==> src/rtl/rv_pkg.sv <==
// rv_pkg: shared encodings for the RV32I pipeline.
//   - writeback-select codes (WB_*)
//   - load/store funct3 codes (F3_*)
//   - MEM-stage bus FSM state type
//   - helper that flags misaligned data accesses
package rv_pkg;

  localparam logic [1:0] WB_MEM = 2'b00;
  localparam logic [1:0] WB_ALU = 2'b01;
  localparam logic [1:0] WB_PC4 = 2'b10;
  localparam logic [1:0] WB_RSV = 2'b11;

  localparam logic [2:0] F3_B  = 3'b000;
  localparam logic [2:0] F3_H  = 3'b001;
  localparam logic [2:0] F3_W  = 3'b010;
  localparam logic [2:0] F3_BU = 3'b100;
  localparam logic [2:0] F3_HU = 3'b101;

  // funct3[1:0] gives the access size for both loads and stores.
  // Any code that is neither byte nor halfword is handled as a word.
  localparam logic [1:0] SZ_BYTE = 2'b00;
  localparam logic [1:0] SZ_HALF = 2'b01;

  typedef enum logic {
    S_IDLE,
    S_WAIT
  } mem_state_e;

  // Halfwords must sit on an even address, words on a multiple of four.
  function automatic logic addrMisaligned(input logic [2:0] funct3,
                                          input logic [1:0] addrLo);
    logic result;
    result = 1'b0;
    if (funct3[1:0] == SZ_HALF) begin
      result = addrLo[0];
    end else if (funct3[1:0] != SZ_BYTE) begin
      result = (addrLo != 2'b00);
    end
    return result;
  endfunction

endpackage

==> src/rtl/lsu_align.sv <==
// lsu_align: combinational byte-lane logic for the MEM stage.
//   funct3      in  access width / signedness
//   addrLo      in  low two address bits
//   storeData   in  rs2 value for stores
//   rdata       in  word returned by the data bus
//   wdata       out store data replicated into the addressed lanes
//   wstrb       out byte strobes for the access (not yet gated by we)
//   loadData    out extracted and extended load value
//   misaligned  out access crosses its natural alignment
module lsu_align
  import rv_pkg::*;
#(
  parameter int XLEN = 32
) (
  input  logic [2:0]      funct3,
  input  logic [1:0]      addrLo,
  input  logic [31:0]     storeData,
  input  logic [31:0]     rdata,
  output logic [31:0]     wdata,
  output logic [3:0]      wstrb,
  output logic [XLEN-1:0] loadData,
  output logic            misaligned
);

  logic [1:0] sizeCode;
  logic       isUnsigned;
  logic [7:0] byteSel;
  logic [15:0] halfSel;

  assign sizeCode   = funct3[1:0];
  assign isUnsigned = funct3[2];
  assign misaligned = addrMisaligned(funct3, addrLo);

  // Each lane picks its store byte and strobe independently: bytes are
  // replicated to all lanes, halfwords to both halves, words pass through.
  genvar gi;
  generate
    for (gi = 0; gi < 4; gi++) begin : g_lane
      localparam logic [1:0] LANE = 2'(gi);
      assign wdata[gi*8 +: 8] = (sizeCode == SZ_BYTE) ? storeData[7:0] :
                                (sizeCode == SZ_HALF) ? storeData[(gi%2)*8 +: 8] :
                                                        storeData[gi*8 +: 8];
      assign wstrb[gi] = (sizeCode == SZ_BYTE) ? (addrLo == LANE) :
                         (sizeCode == SZ_HALF) ? (addrLo[1] == LANE[1]) :
                                                 1'b1;
    end
  endgenerate

  always_comb begin
    byteSel = rdata[7:0];
    unique case (addrLo)
      2'b00: byteSel = rdata[7:0];
      2'b01: byteSel = rdata[15:8];
      2'b10: byteSel = rdata[23:16];
      2'b11: byteSel = rdata[31:24];
    endcase
  end

  assign halfSel = addrLo[1] ? rdata[31:16] : rdata[15:0];

  always_comb begin
    loadData = XLEN'(rdata);
    if (sizeCode == SZ_BYTE) begin
      loadData = isUnsigned ? {{(XLEN-8){1'b0}}, byteSel}
                            : {{(XLEN-8){byteSel[7]}}, byteSel};
    end else if (sizeCode == SZ_HALF) begin
      loadData = isUnsigned ? {{(XLEN-16){1'b0}}, halfSel}
                            : {{(XLEN-16){halfSel[15]}}, halfSel};
    end
  end

endmodule

==> src/rtl/mem_wb_stage.sv <==
// mem_wb_stage: memory-access and writeback stage of the RV32I pipeline.
//   EX/MEM inputs : regwriteM, memrwM, wbselM, funct3M, rdM,
//                   aluresultM, writedataM, pc4M
//   data bus      : dmem_req/we/addr/wdata/wstrb out, dmem_rdata/ack in
//   stallM        : holds EX/MEM and everything upstream while waiting
//   W outputs     : regwriteW, rdW, resultW (register-file write port),
//                   misalignW (one-cycle flag for a dropped access)
module mem_wb_stage
  import rv_pkg::*;
#(
  parameter int XLEN   = 32,
  parameter int ADDR_W = 32
) (
  input  logic              clk,
  input  logic              rst_n,
  input  logic              regwriteM,
  input  logic              memrwM,
  input  logic [1:0]        wbselM,
  input  logic [2:0]        funct3M,
  input  logic [4:0]        rdM,
  input  logic [XLEN-1:0]   aluresultM,
  input  logic [XLEN-1:0]   writedataM,
  input  logic [XLEN-1:0]   pc4M,
  output logic              dmem_req,
  output logic              dmem_we,
  output logic [ADDR_W-1:0] dmem_addr,
  output logic [31:0]       dmem_wdata,
  output logic [3:0]        dmem_wstrb,
  input  logic [31:0]       dmem_rdata,
  input  logic              dmem_ack,
  output logic              stallM,
  output logic              regwriteW,
  output logic [4:0]        rdW,
  output logic [XLEN-1:0]   resultW,
  output logic              misalignW
);

  mem_state_e state_reg, state_next;

  logic            isLoad;
  logic            isStore;
  logic            memOp;
  logic            addrBad;
  logic            misalign;
  logic            reqActive;
  logic [31:0]     laneWdata;
  logic [3:0]      laneStrb;
  logic [XLEN-1:0] loadData;
  logic [XLEN-1:0] result;

  assign isLoad  = regwriteM && (wbselM == WB_MEM) && !memrwM;
  assign isStore = memrwM;
  assign memOp   = isLoad || isStore;

  lsu_align #(
    .XLEN(XLEN)
  ) u_align (
    .funct3    (funct3M),
    .addrLo    (aluresultM[1:0]),
    .storeData (writedataM[31:0]),
    .rdata     (dmem_rdata),
    .wdata     (laneWdata),
    .wstrb     (laneStrb),
    .loadData  (loadData),
    .misaligned(addrBad)
  );

  assign misalign = memOp && addrBad;

  // The request is combinational from the held EX/MEM bundle, so it is the
  // same in IDLE and WAIT. Gating with rst_n drops it immediately when reset
  // lands mid-access, rather than at the next edge.
  assign reqActive  = memOp && !misalign && rst_n;
  assign dmem_req   = reqActive;
  assign dmem_we    = reqActive && isStore;
  assign dmem_addr  = {aluresultM[ADDR_W-1:2], 2'b00};
  assign dmem_wdata = laneWdata;
  assign dmem_wstrb = dmem_we ? laneStrb : 4'b0000;

  // An ack with no request in flight is ignored because it only matters
  // through reqActive.
  assign stallM = reqActive && !dmem_ack;

  always_ff @(posedge clk or negedge rst_n) begin
    if (!rst_n) begin
      state_reg <= S_IDLE;
    end else begin
      state_reg <= state_next;
    end
  end

  always_comb begin
    state_next = state_reg;
    unique case (state_reg)
      S_IDLE: if (reqActive && !dmem_ack) state_next = S_WAIT;
      S_WAIT: if (!reqActive || dmem_ack) state_next = S_IDLE;
      default: state_next = S_IDLE;
    endcase
  end

  always_comb begin
    result = '0;
    unique case (wbselM)
      WB_MEM:  result = loadData;
      WB_ALU:  result = aluresultM;
      WB_PC4:  result = pc4M;
      default: result = '0;
    endcase
  end

  // MEM/WB register: a stalled cycle retires a bubble so decode never sees
  // a half-finished load; a misaligned access retires as a flagged bubble.
  always_ff @(posedge clk or negedge rst_n) begin
    if (!rst_n) begin
      regwriteW <= 1'b0;
      rdW       <= '0;
      resultW   <= '0;
      misalignW <= 1'b0;
    end else if (stallM) begin
      regwriteW <= 1'b0;
      rdW       <= '0;
      resultW   <= '0;
      misalignW <= 1'b0;
    end else begin
      regwriteW <= regwriteM && (rdM != 5'd0) && !misalign;
      rdW       <= rdM;
      resultW   <= result;
      misalignW <= misalign;
    end
  end

endmodule
==> config.mk <==
export PLATFORM = sky130hd
export DESIGN_NAME = mem_wb_stage
export DESIGN_NICKNAME = d
export VERILOG_FILES = /design/src/rtl/rv_pkg.sv /design/src/rtl/lsu_align.sv /design/src/rtl/mem_wb_stage.sv
export SDC_FILE = /design/constraint.sdc
export NUM_CORES = 1
export LEC_CHECK = 0
export CELL_PAD_IN_SITES_DETAIL_PLACEMENT = 1
export CELL_PAD_IN_SITES_GLOBAL_PLACEMENT = 1
export CORE_AREA = 2 2 97 99
export DETAILED_ROUTE_END_ITERATION = 7
export DIE_AREA = 0 0 99 101
export DONT_BUFFER_PORTS = 1
export GPL_TIMING_DRIVEN = 1
export PLACE_DENSITY = 0.8
export SLEW_MARGIN = 5
export SYNTH_ARGS = -nofsm -noshare
export SYNTH_HDL_FRONTEND = slang
export SYNTH_HIERARCHICAL = 1
export SYNTH_SLANG_ARGS = --single-unit
==> constraint.sdc <==
create_clock -name clk -period 4.63 [get_ports clk]
set_input_delay 0.463 -clock clk [delete_from_list [all_inputs] [get_ports clk]]
set_output_delay 0.463 -clock clk [all_outputs]
set_load 0.01 [all_outputs]
### After elaboration in Yosys (flattened, before gate mapping)

Index checks and enable logic that the tools add are counted.

* register bits: 39
* output and inout port bits: 110

* reduce and logical (&&, ||, !) cells: 19
* bitwise logic cells: 1
* equality and inequality tests: 6
* muxes and demuxes: 25

Operators by type and width (number)
* 32-bit 2-to-1 mux: 5
* 32-bit case mux with 3 select lines: 1
* 8-bit 2-to-1 mux: 5
* 8-bit case mux with 4 select lines: 1
* 16-bit 2-to-1 mux: 1
* 1-bit 2-to-1 mux: 10
* 1-bit logical AND: 9
* 2-bit by 1-bit equality test with 1-bit output, second input constant: 3
* 2-bit equality test, second input constant: 3
* 2-bit logical NOT: 3
* 5-bit 2-to-1 mux: 1
* 5-bit nonzero test: 1
* 4-bit 2-to-1 mux: 1
* 2-bit nonzero test: 2
* 1-bit logical NOT: 3
* 1-bit logical OR: 1
* 1-bit inverter: 1

### Logic depth before layout (Yosys ltp)

* depth in word-level cells: 10
* gate-level depth with buffers: 9
* depth with buffers taken out: 6

### Cells and area by module

Netlist, hierarchy kept.

By module, submodules not included
* mem_wb_stage: area an instance 2254.7 sq um, times used 1, cells each 238, seq. area each 975.9 sq um
* lsu_align: area an instance 1206.2 sq um, times used 1, cells each 170, seq. area each 0.0 sq um

### Worst setup path after synthesis

Ideal clock, no wire load.

* path type: input to output
* from: input funct3M[0]
* to: output stallM
* path slack: 2291 ps
* stages: 6
* arrival: 1876 ps
* buffers on the path: 2
* data required time: 4167 ps
* cells stage by stage: buf_2 nor2_2 nor2_1 or3b_2 a21oi_1 buf_2

* word-level cells in the longest chain between the ends: 8
* elaborated cells on any way between the ends: 9

Ends and longest elaborated chain
* start: declaration: RTL line mem_wb_stage.sv:19 `input logic [2:0] funct3M,`
* 2-bit nonzero test: RTL line rv_pkg.sv:36 `end else if (funct3[1:0] != SZ_BYTE) begin`
* 1-bit 2-to-1 mux: RTL line rv_pkg.sv:36
* 1-bit 2-to-1 mux (*): RTL line rv_pkg.sv:34 `if (funct3[1:0] == SZ_HALF) begin`
* via addrBad: RTL line mem_wb_stage.sv:43 `logic addrBad;`
* 1-bit logical AND (*): RTL line mem_wb_stage.sv:68 `assign misalign = memOp && addrBad;`
* 1-bit logical NOT (*): RTL line mem_wb_stage.sv:73 `assign reqActive = memOp && !misalign && rst_n;`
* 1-bit logical AND (*) (2 in a row): RTL line mem_wb_stage.sv:73
* 1-bit logical AND (*)
* end: declaration: RTL line mem_wb_stage.sv:31 `output logic stallM,`

Mark *: on every way through the listed nets, which the timed path passes. The rest lies on a longest branch.

### Worst setup path in the final report

Same ends and word-level chain as after synthesis.

==> flow_summary.toml <==
[timing]
layout_min_cycle_time_ps = 2790
relSlewSlack = 0.421
worstMarginPinSlew_ps = 866
fin_setup_tns_ps = 0
rsz0062_at_grt = "false"
finalHoldViolations = 0
fin_crit_sh = 0.604
fin_hold_ws_ps = 8.61
fmax_mhz = 358
maxSlewViolCount = 0
setup_viol = 0

[yosys]
syn_area_um2 = 3460
synthCells = 408
avgSynthCellArea_um2 = 8.48
synth_flop_cell = "dfrtp_1"
synthXorXnorAreaFrac = 0
synthAdderAreaFrac = 0
synth_top_family_by_area = "multiplexers"
synth-simple-area-share = 0.183
ys_seq_elements = 39
synth_edf_count = 0
synth.area.mux_share = 0.225
postSynth.asyncResetShare = 1.00
synth.yosys.seq_area_share = 0.282
synth_warnings = 6
synth_cell_types = 40
synth_compound_area_frac = 0.165

[global_routing]
antenna_found_initial = 0
grt_pass1_wl_um = 16900
grt_max_degree = 63
grt_pass1_vias = 2939
grt_use_total = 0.220
grt_overflow = 0

[floorplan]
ios = 253
die_h_um = 101
die_area_um2 = 10000
die_x_um = 99
coreArea_um2 = 8980
rows = 35
start_util = 0.386

[setup_path]
critical_path_class = "in2out"
crit_required_ps = 4170
startpoint_type = "input port"
cp-end-kind = "output port"
crit_fanout = 27
arrival_ps = 2330

[clock_network]
h-tree-depth = 2
cts_inserted_buffers = 5
cts_root_buf = "clkbuf_8"
clk_path_buf_depth = 2
cts_tree = "yes"
path_clk_slew_ps = 80
cts_resized = 0
cts.sinks = 39

[cells_and_area]
layout.nets = 488
stdcell_area_um2 = 3260
drive_above_1_share = 0.194
area_growth_pct = -5.89
layout_common_cells = "nand2_1 (56), mux2i_1 (52), dfrtp_1 (39), a21oi_1 (34), or2_2 (32)"
final_common_cell = "nand2_1"
insertedDiodeCount = 0

[power]
power_density_nw_per_um2 = 253
p_leak_nw = 1.40
vdd_drop_max_mv = 0.108
power_uw = 823

[detailed_routing]
via_count = 2791
drt-vias-per-instance = 6.11
wl_um = 11500
ant_nets = 0
drc_errors = 0
drt_iter0_drc = 73
drtPass1Iterations = 4
post_drt_wl_per_cell_um = 25.1

[run]
drv_cap = 0

[placed_design]
hpwl_um = 8980
gp_congestion = 0.850
place_area_um2 = 3150
portBuffers = 0

[min_path]
hold_class = "in2async"

[run_status]
outcome = "finished, final reports clean"
layer usage:
metal,vias up,share of wire,track usage
met1,1369,0.35,0.225
met5,-,0,0
met4,0,0.023,0.0674
met3,22,0.082,0.0680
met2,164,0.54,0.426
li1,1236,-,-
worst paths after layout:
| path | from | to | cells past startpoint |
|---|---|---|---|
| max in group asynchronous | rst_n | resultW[21] | 1 |
| max | funct3M[0] | stallM | 4 |
| min in group clk | regwriteM | regwriteW | 1 |
| min | rst_n | resultW[9] | 1 |
per-stage QoR:
step | setup slack [ps] | utilization | cells
after detailed placement | 1800 | 0.351 | 448
final | 1840 | 0.363 | 457
after floorplan | 2290 | - | 409
after CTS | 1850 | 0.363 | 457
after global placement | 1900 | 0.351 | 448
after global routing | 1710 | 0.363 | 457
worst max-delay path, stage by stage:
cell     delay (ps)
nor2_2          420
nor2_1          190
or3b_2          550
a21oi_4         690
where the power goes:
part           switching (mW)  internal, mW  leakage (nW)
logic                  0.0999        0.0967         0.865
clock network           0.122         0.103        0.0477
registers              0.0300         0.372         0.489
total                   0.252         0.572          1.40
cells by family (layout without fill, tap and decap cells):
logic type,count (synthesis),after routing
AOI/OAI and AO/OA,92,92
buffers and inverters,79,16
other,1,2
DFF,39,39
muxes,72,72
and+or+nand+nor,125,125
Yosys cell counts, drive strengths merged, types with 2 or more instances:
| library cell | n | area (um2) |
|---|---|---|
| buf | 57 | 415 |
| nand2 | 56 | 210 |
| mux2i | 52 | 521 |
| dfrtp | 39 | 976 |
| a21oi | 35 | 175 |
| or2 | 33 | 206 |
| o21ai | 28 | 140 |
| clkbuf | 17 | 63.8 |
| mux2 | 17 | 191 |
| nor2b | 14 | 87.6 |
| nor2 | 8 | 32.5 |
| a221o | 7 | 70.1 |
| a22o | 7 | 61.3 |
| o22a | 5 | 43.8 |
| and2 | 4 | 25.0 |
| inv | 4 | 15.0 |
| mux4 | 3 | 67.6 |
| a211oi | 2 | 15.0 |
| nor3 | 2 | 10.0 |
| o21a | 2 | 15.0 |
| o22ai | 2 | 12.5 |
| or3b | 2 | 17.5 |
flip-flops by register name (all words and copies together), names as in the netlist:
register   count
resultW       32
rdW            5
misalignW      1
regwriteW      1
cell type report:
type,count,area (um2)
Clock buffer,5,68.8
Timing Repair Buffer,3,35.0
Fill cell,1046,5720
Clock inverter,3,15.0
Tap cell,111,139
Inverter,5,18.8
Sequential cell,39,976
Multi-Input combinational cell,291,2000
timing repair:
action	in CTS	in global routing
buffers inserted	0	0
hold buffers	1	0
endpoints found under the hold margin	39	0
No activity file was read; power rests on OpenSTA's default activity.
